[src/rtl/mem_arbiter.sv]
`default_nettype none
// =====================================================================
// Module   : mem_arbiter
// Brief    : Shares one memory port between CPU and debug masters, fixed DBG
//            priority with a starvation bound; optional macro ARB_DBG_LOCK_EN.
// Revision : 1.0 - initial release
// =====================================================================
module mem_arbiter #(
    parameter int ADDR_W     = 32,
    parameter int DATA_W     = 32,
    parameter int RD_LATENCY = 1,
    parameter int MAX_BURST  = 4
) (
    input  logic              clk,
    input  logic              rst,
    input  logic              cpu_req,
    input  logic              cpu_we,
    input  logic [ADDR_W-1:0] cpu_addr,
    input  logic [DATA_W-1:0] cpu_wdata,
    input  logic [1:0]        cpu_size,
    input  logic              cpu_sign,
    output logic              cpu_gnt,
    output logic              cpu_rsp,
    output logic [DATA_W-1:0] cpu_rdata,
    output logic              cpu_err,
    input  logic              dbg_req,
    input  logic              dbg_we,
    input  logic [ADDR_W-1:0] dbg_addr,
    input  logic [DATA_W-1:0] dbg_wdata,
    input  logic [1:0]        dbg_size,
    input  logic              dbg_sign,
    output logic              dbg_gnt,
    output logic              dbg_rsp,
    output logic [DATA_W-1:0] dbg_rdata,
    output logic              dbg_err,
    input  logic              dbg_lock,
    output logic              mem_rd,
    output logic              mem_we,
    output logic [ADDR_W-1:0] mem_addr,
    output logic [DATA_W-1:0] mem_data,
    output logic [1:0]        mem_size,
    output logic              mem_sign,
    input  logic [DATA_W-1:0] mem_out,
    input  logic              mem_error
);

    localparam int              C_SW  = $clog2(MAX_BURST + 1);
    localparam logic [C_SW-1:0] C_MAX = C_SW'(MAX_BURST);
    localparam logic [C_SW-1:0] C_ONE = C_SW'(1);

    logic w_lock;
`ifdef ARB_DBG_LOCK_EN
    assign w_lock = dbg_lock;
`else
    logic w_unused_lock;
    assign w_lock        = 1'b0;
    assign w_unused_lock = dbg_lock;
`endif

    logic [C_SW-1:0] r_starve;
    logic            w_cpu_win;
    logic            w_dbg_win;
    logic            w_any;
    logic            w_sel_we;

    // Arbitration winners before reset gating; the starve counter uses these.
    assign w_cpu_win = cpu_req & ~w_lock & (~dbg_req | (r_starve == C_MAX));
    assign w_dbg_win = dbg_req & ~w_cpu_win;

    assign cpu_gnt  = w_cpu_win & ~rst;
    assign dbg_gnt  = w_dbg_win & ~rst;
    assign w_any    = cpu_gnt | dbg_gnt;
    assign w_sel_we = w_dbg_win ? dbg_we : cpu_we;

    assign mem_we   = w_any & w_sel_we;
    assign mem_rd   = w_any & ~w_sel_we;
    assign mem_addr = w_dbg_win ? dbg_addr  : cpu_addr;
    assign mem_data = w_dbg_win ? dbg_wdata : cpu_wdata;
    assign mem_size = w_dbg_win ? dbg_size  : cpu_size;
    assign mem_sign = w_dbg_win ? dbg_sign  : cpu_sign;

    always_ff @(posedge clk or posedge rst) begin
        if (rst) begin
            r_starve <= '0;
        end else if (!w_lock) begin
            if (!cpu_req || w_cpu_win) begin
                r_starve <= '0;
            end else if (w_dbg_win && (r_starve != C_MAX)) begin
                r_starve <= r_starve + C_ONE;
            end
        end
    end

    // Response tracking: one {valid, owner(1=DBG), is_read} entry per stage.
    logic [RD_LATENCY-1:0] r_vld;
    logic [RD_LATENCY-1:0] r_own;
    logic [RD_LATENCY-1:0] r_rd;

    always_ff @(posedge clk or posedge rst) begin
        if (rst) begin
            r_vld <= '0;
            r_own <= '0;
            r_rd  <= '0;
        end else begin
            r_vld[0] <= w_cpu_win | w_dbg_win;
            r_own[0] <= w_dbg_win;
            r_rd[0]  <= ~w_sel_we;
            for (int i = 1; i < RD_LATENCY; i++) begin
                r_vld[i] <= r_vld[i-1];
                r_own[i] <= r_own[i-1];
                r_rd[i]  <= r_rd[i-1];
            end
        end
    end

    logic w_rsp_rd;
    assign w_rsp_rd  = r_rd[RD_LATENCY-1];
    assign cpu_rsp   = r_vld[RD_LATENCY-1] & ~r_own[RD_LATENCY-1];
    assign dbg_rsp   = r_vld[RD_LATENCY-1] &  r_own[RD_LATENCY-1];
    assign cpu_err   = cpu_rsp & mem_error;
    assign dbg_err   = dbg_rsp & mem_error;
    assign cpu_rdata = (cpu_rsp & w_rsp_rd) ? mem_out : '0;
    assign dbg_rdata = (dbg_rsp & w_rsp_rd) ? mem_out : '0;

endmodule
`default_nettype wire

[config.mk]
export PLATFORM = sky130hd
export DESIGN_NAME = mem_arbiter
export DESIGN_NICKNAME = d
export VERILOG_FILES = /design/src/rtl/mem_arbiter.sv
export SDC_FILE = /design/constraint.sdc
export NUM_CORES = 1
export LEC_CHECK = 0
export ABC_AREA = 1
export CORE_AREA = 3 3 122 124
export DETAILED_ROUTE_END_ITERATION = 16
export DIE_AREA = 0 0 125 127
export PLACE_DENSITY = 0.6
export SETUP_SLACK_MARGIN = 0.02
export SYNTH_ARGS = -nofsm -noshare
export SYNTH_HDL_FRONTEND = slang
export SYNTH_SLANG_ARGS = --single-unit
[constraint.sdc]
create_clock -name clk -period 1.7 [get_ports clk]
set_clock_uncertainty 0.2 [all_clocks]
set_input_delay 0.34 -clock clk [delete_from_list [all_inputs] [get_ports clk]]
set_output_delay 0.34 -clock clk [all_outputs]
set_load 0.1 [all_outputs]
==> flow_summary.toml, run 1 <==
[run_status]
outcome = "complete, but fails checks"
violations = "setup timing"

[die]
core_um2 = 13900
die-area_um2 = 15900
dieHeight_um = 127
start_util_pct = 11.2
die_w_um = 125
ioPinCount = 313
rows = 43

[synth]
synth.distinct_cells = 14
syn-cell-area_um2 = 1550
yosysWarningCount = 0
syn_nets = 539
synthTopCellsByArea = "nand2_1 51%, nor2_1 18%, inv_1 9.9%"
ys_ff_latch = 6
synth_cells = 363
yosysTopAreaCell = "nand2_1"
ys_seq_area_share_pct = 9.69
syn_avg_cell_area_um2 = 4.27
yosysTopAreaCellShare_pct = 51.4

[cells_and_area]
drive_gt1_share_pct = 67.9
post-route-util_pct = 71.4
finalInstanceArea_um2 = 9920
diodes = 0
multi_input_area_um2 = 3820
seqCellArea_um2 = 151
area_growth_pct = 540
fill_cells = 918
nets = 894

[setup_path]
reg2reg_from = "r_starve[1]"
worst_path_largest_cell_delay_ns = 0.37
arrival_ns = 1.83
cp_max_fo = 16
crit_family = "buffers and inverters"
worst_setup_path_end_kind = "output pin"
ff2ff_setup_slack_ns = -0.03
critical_path_class = "reg -> out"
rr_worst_depth = 9
cp.buffers_inverters = 5
rr_endpoint = "r_rd"
slowest_stage = "dfrtp_1"
startpoint = "r_starve[1]"
startpoint_type = "flop"
worstPathRequired_ns = 1.16
crit_chain = "inv_1, ha_2, nand2_4, o21ai_4, buf_12, inv_16, buf_16, nand2_4, nand2_8, buf_12"

[drt]
viasPerCell = 4.05
drc = 0
drt_wl_total_mm = 14.3
postRouteAntennaNets = 0
vias = 3629
first_iter_violations = 57
drtPass1Iterations = 4
wl_per_cell_um = 16.0

[place]
hpwl_mm = 12.4
io_buffers = 311
postPlaceCellArea_um2 = 9050
gp_congestion = 0.836

[timing]
post-route-period-util_pct = 139
finalCriticalPeriod_ns = 2.37
finalHoldViolations = 0
relSlewSlack_pct = 84.1
worst_slew_pin_slew_ns = 0.238
rsz0062_at_grt = "yes"
setup_viol = 139
slew_viol_final = 0
clock.fmax_ghz = 0.423
setup_ws_ns = -0.666

[global_routing]
grt_usage_pct = 17.4
antenna_found_initial = 0
grt-ovfl-total = 0
grt_pass1_vias = 4112
grt_pass1_wl_mm = 22.1
grt_max_degree = 24

[cts]
clkSinkCount = 6
cts.htree.levels = 1
cts_root_buf = "clkbuf_16"
cts_tree = "built"
clock_path_buffers = 2
cts_buffers = 3
path_clk_slew_ns = 0.03
clock_latency_ns = 0.23

[min_path]
hold_path_class = "in -> async"

[pwr]
cellPowerDensity_nw_per_um2 = 466
p_leak_nw = 4.01
power_w = 0.00462
ir_drop_mv = 0.364

[run]
maxCapViolations = 0
-- cells in the mapped netlist --
library cell,n
or2_2,1
buf_6,2
xnor2_1,1
nor2_1,73
inv_1,41
o21ai_2,1
nand3_1,3
clkbuf_1,11
nand2_1,212
dfrtp_1,6
nor3_1,1
inv_2,2
ha_1,2
buf_2,7
-- metrics by stage --
stage	instances	worst slack, ns	setup TNS, ns	hold slack [ns]
3_3_place_gp	871	-0.744	-49.01	0.307
4_1_cts	893	-0.672	-66.70	0.243
5_1_grt	896	-0.714	-75.66	0.256
3_5_place_dp	871	-0.746	-49.10	0.314
6_report	896	-0.666	-68.27	0.235
2_1_floorplan	363	-0.695	-66.44	-0.0607
-- sequential cells by signal, summed over array words and instances, names as in the netlist --
signal / cells
r_rd: 1
r_starve: 3
r_own: 1
r_vld: 1
-- worst register-to-register path, stage by stage (launching register included) --
cell     delay (ns)
dfrtp_1        0.37
inv_1          0.06
ha_2           0.19
nand2_4        0.07
o21ai_4        0.16
buf_12         0.16
buf_16         0.18
nand2_2        0.08
nand2_2        0.08
buf_4          0.11
-- report_power, final --
group | total [W] | switching [W] | internal [W] | leakage [nW]
sequential | 0.000160 | 0.00000925 | 0.000151 | 0.0738
combinational | 0.00408 | 0.00243 | 0.00166 | 3.90
clock | 0.000382 | 0.0000797 | 0.000302 | 0.0370
total | 0.00462 | 0.00251 | 0.00211 | 4.01
-- layout by cell type (no fill, tap or decap), drive strengths merged --
cell / count
buf: 197
clkbuf: 4
clkdlybuf4s50: 170
clkinvlp: 1
dfrtp: 6
dlygate4sd2: 2
ha: 2
inv: 42
nand2: 212
nand3: 3
nor2: 73
nor3: 1
o21ai: 1
or2: 1
xnor2: 1
-- logic make-up after synthesis --
kind of cell	Yosys count	share of synthesized area, %
simple gates	290	70.8
buf+inv	63	16.8
flops	6	9.69
fa+ha+maj	2	1.62
compound gates	1	0.566
xor+xnor	1	0.566
-- worst max-delay path by stage --
stage / endpoint / slack, ns / cells after the start
final: mem_addr[11] / -0.67 / 10
after global routing: mem_addr[6] / -0.71 / 9
after CTS: mem_addr[3] / -0.67 / 9
after detailed placement: mem_data[15] / -0.75 / 8
after global placement: mem_data[16] / -0.74 / 8
after floorplan: cpu_rdata[0] / -0.70 / 4
-- area by class of cell --
cell class / instances / share of cell area [%]
Timing Repair Buffer: 370 / 55.1
Multi-Input combinational cell: 294 / 38.5
Tap cell: 180 / 2.27
Inverter: 43 / 1.83
Sequential cell: 6 / 1.53
Clock buffer: 3 / 0.757
-- metal layers --
metal	track usage [%]	routed length [um]	part of all wire, %	up-vias
li1	-	-	-	1748
met1	16.1	4200	29	1661
met2	35.9	8390	59	205
met3	5.89	1450	10	15
met4	4.59	293	2.0	0
met5	0	0	0	-
-- timing repair --
| item | 4_1_cts | 5_1_grt |
|---|---|---|
| gates resized for setup | 96 | 36 |
| setup endpoints to repair | 139 | 140 |
| gates cloned | 7 | 1 |
| buffers inserted | 13 | 12 |
| hold buffers | 0 | 0 |
| pin swaps | 12 | 10 |
(Power assumes the default switching activity.)
==> run 2, diff against run 1 <==
Settings changed: CORE_AREA 3 3 122 124 to 5 5 117 119, CTS_CLUSTER_DIAMETER set to 150, DIE_AREA 0 0 125 127 to 0 0 122 124, PLACE_DENSITY 0.6 to 0.65.
==> run 2 against run 1 <==
Compared with the run above:
- core utilization up 8.9 points
- register-to-register slack worse by 0.02 ns
- sequential share of layout area about the same
- combinational power up 1%
- setup slack worse by 0.056 ns
- the run still ends with setup timing left
==> flow_summary.toml, run 2 (synthesized netlist as in run 1, its figures left out) <==
[pwr]
cellPowerDensity_nw_per_um2 = 466
p_leak_nw = 4.14
power_w = 0.00466
ir_drop_mv = 0.401

[drt]
viasPerCell = 4.10
drt_wl_total_mm = 15.7
drtPass1Iterations = 4
wl_per_cell_um = 17.5
postRouteAntennaNets = 0
drc = 0
vias = 3686
first_iter_violations = 46

[cts]
clkSinkCount = 6
path_clk_slew_ns = 0.03
clock_path_buffers = 2
cts_root_buf = "clkbuf_16"
ctsHoldBuffers = 0
clock_latency_ns = 0.23
cts.htree.levels = 1
cts_tree = "built"
cts_buffers = 3

[cells_and_area]
largest_reg_flops = 3
regMostFlops = "r_starve"
nets = 904
diodes = 0
final_cell_mix = "170 x clkdlybuf4s50_1, 160 x buf_12, 97 x nand2_8, 70 x nor2_4, 61 x nand2_4"
drive_gt1_share_pct = 68.3
area_growth_pct = 547
layout_commonest_cell = "clkdlybuf4s50_1"

[die]
dieHeight_um = 124
core_um2 = 12500
rows = 41
ioPinCount = 313
start_util_pct = 12.4
die_w_um = 122
die-area_um2 = 15100

[timing]
finalHoldViolations = 0
relSlewSlack_pct = 85.6
worst_slew_pin_slew_ns = 0.216
setup_viol = 140
finalCriticalPeriod_ns = 2.42
whs_ns = 0.260
rsz0062_at_grt = "yes"
setup_ws_ns = -0.722
clock.fmax_ghz = 0.413
post-route-period-util_pct = 142
slew_viol_final = 0

[run_status]
violations = "setup timing"
outcome = "complete, but fails checks"

[setup_path]
startpoint = "r_starve[1]"
arrival_ns = 1.88
cp_max_fo = 6
startpoint_type = "flop"
critical_path_class = "reg -> out"
worst_setup_path_end_kind = "output pin"
reg2reg_from = "r_starve[1]"
worstPathRequired_ns = 1.16

[global_routing]
grt_pass1_wl_mm = 22.5
grt-ovfl-total = 0
grt_max_degree = 23
grt_pass1_vias = 4180
grt_usage_pct = 19.3
antenna_found_initial = 1

[run]
maxCapViolations = 0

[place]
hpwl_mm = 13.3
io_buffers = 311
gp_congestion = 0.754

[min_path]
hold_path_class = "in -> async"
run 2: cell count changes in the layout (fill, tap and decap cells not counted), moves of 2 or more:
cell / delta
nand2_2: -16
buf_6: +11
nand2_8: -6
buf_12: +5
buf_16: -6
nand2_4: +21
inv_2: +2
inv_1: -2
buf_4: -2
run 2: metal layers:
metal / share of wire, % / global-route usage (%) / vias to the layer above
met5: 0.083 / 0 / -
met3: 11 / 7.58 / 24
met2: 60 / 40.6 / 200
met4: 2.1 / 5.25 / 2
li1: - / - / 1775
met1: 27 / 16.5 / 1685
run 2: cell type report:
class	count	area (um2)
Inverter	43	181
Clock buffer	3	75.1
Sequential cell	6	150
Timing Repair Buffer	380	5550
Fill cell	734	2450
Multi-Input combinational cell	294	3850
Tap cell	172	215
run 2: repair_timing:
item,CTS,global route
buffers inserted,17,7
endpoints found under the setup margin,139,140
gates resized for setup,94,51
cloned,7,2
pin swaps,15,13
run 2: final timing paths:
kind,depth (start not counted),end,slack [ns]
max,11,mem_data[23],-0.72
min,3,r_starve[2],0.26
max reg2reg,10,r_rd,-0.05
min reg2reg,2,r_starve[0],0.36
max in group asynchronous,3,r_own,0.92
min in group clk,2,r_starve[0],0.36
run 2: per-stage QoR:
step	util (%)	cells	TNS, ns	area (um2)	worst slack [ns]
global route	80.4	898	-79.77	10000	-0.799
detailed placement	73.2	874	-57.06	9120	-0.827
finish	80.4	898	-70.53	10000	-0.722
floorplan	-	363	-66.44	4190	-0.695
CTS	78.8	897	-68.55	9830	-0.687
global placement	73.2	874	-55.33	9120	-0.790
run 2: where the power goes:
group	switching (W)	internal (W)
registers	0.00000768	0.000150
logic	0.00245	0.00168
clock network	0.0000809	0.000302
total	0.00254	0.00213
run 2: critical path, cell delays in order (launching register included):
cell and delay [ns]:
dfrtp_1 0.40, inv_2 0.09, ha_4 0.14, nand2_4 0.05, o21ai_4 0.16, buf_12 0.16, buf_12 0.13, buf_16 0.13
buf_6 0.10, nand2_4 0.05, nand2_8 0.06, buf_12 0.16
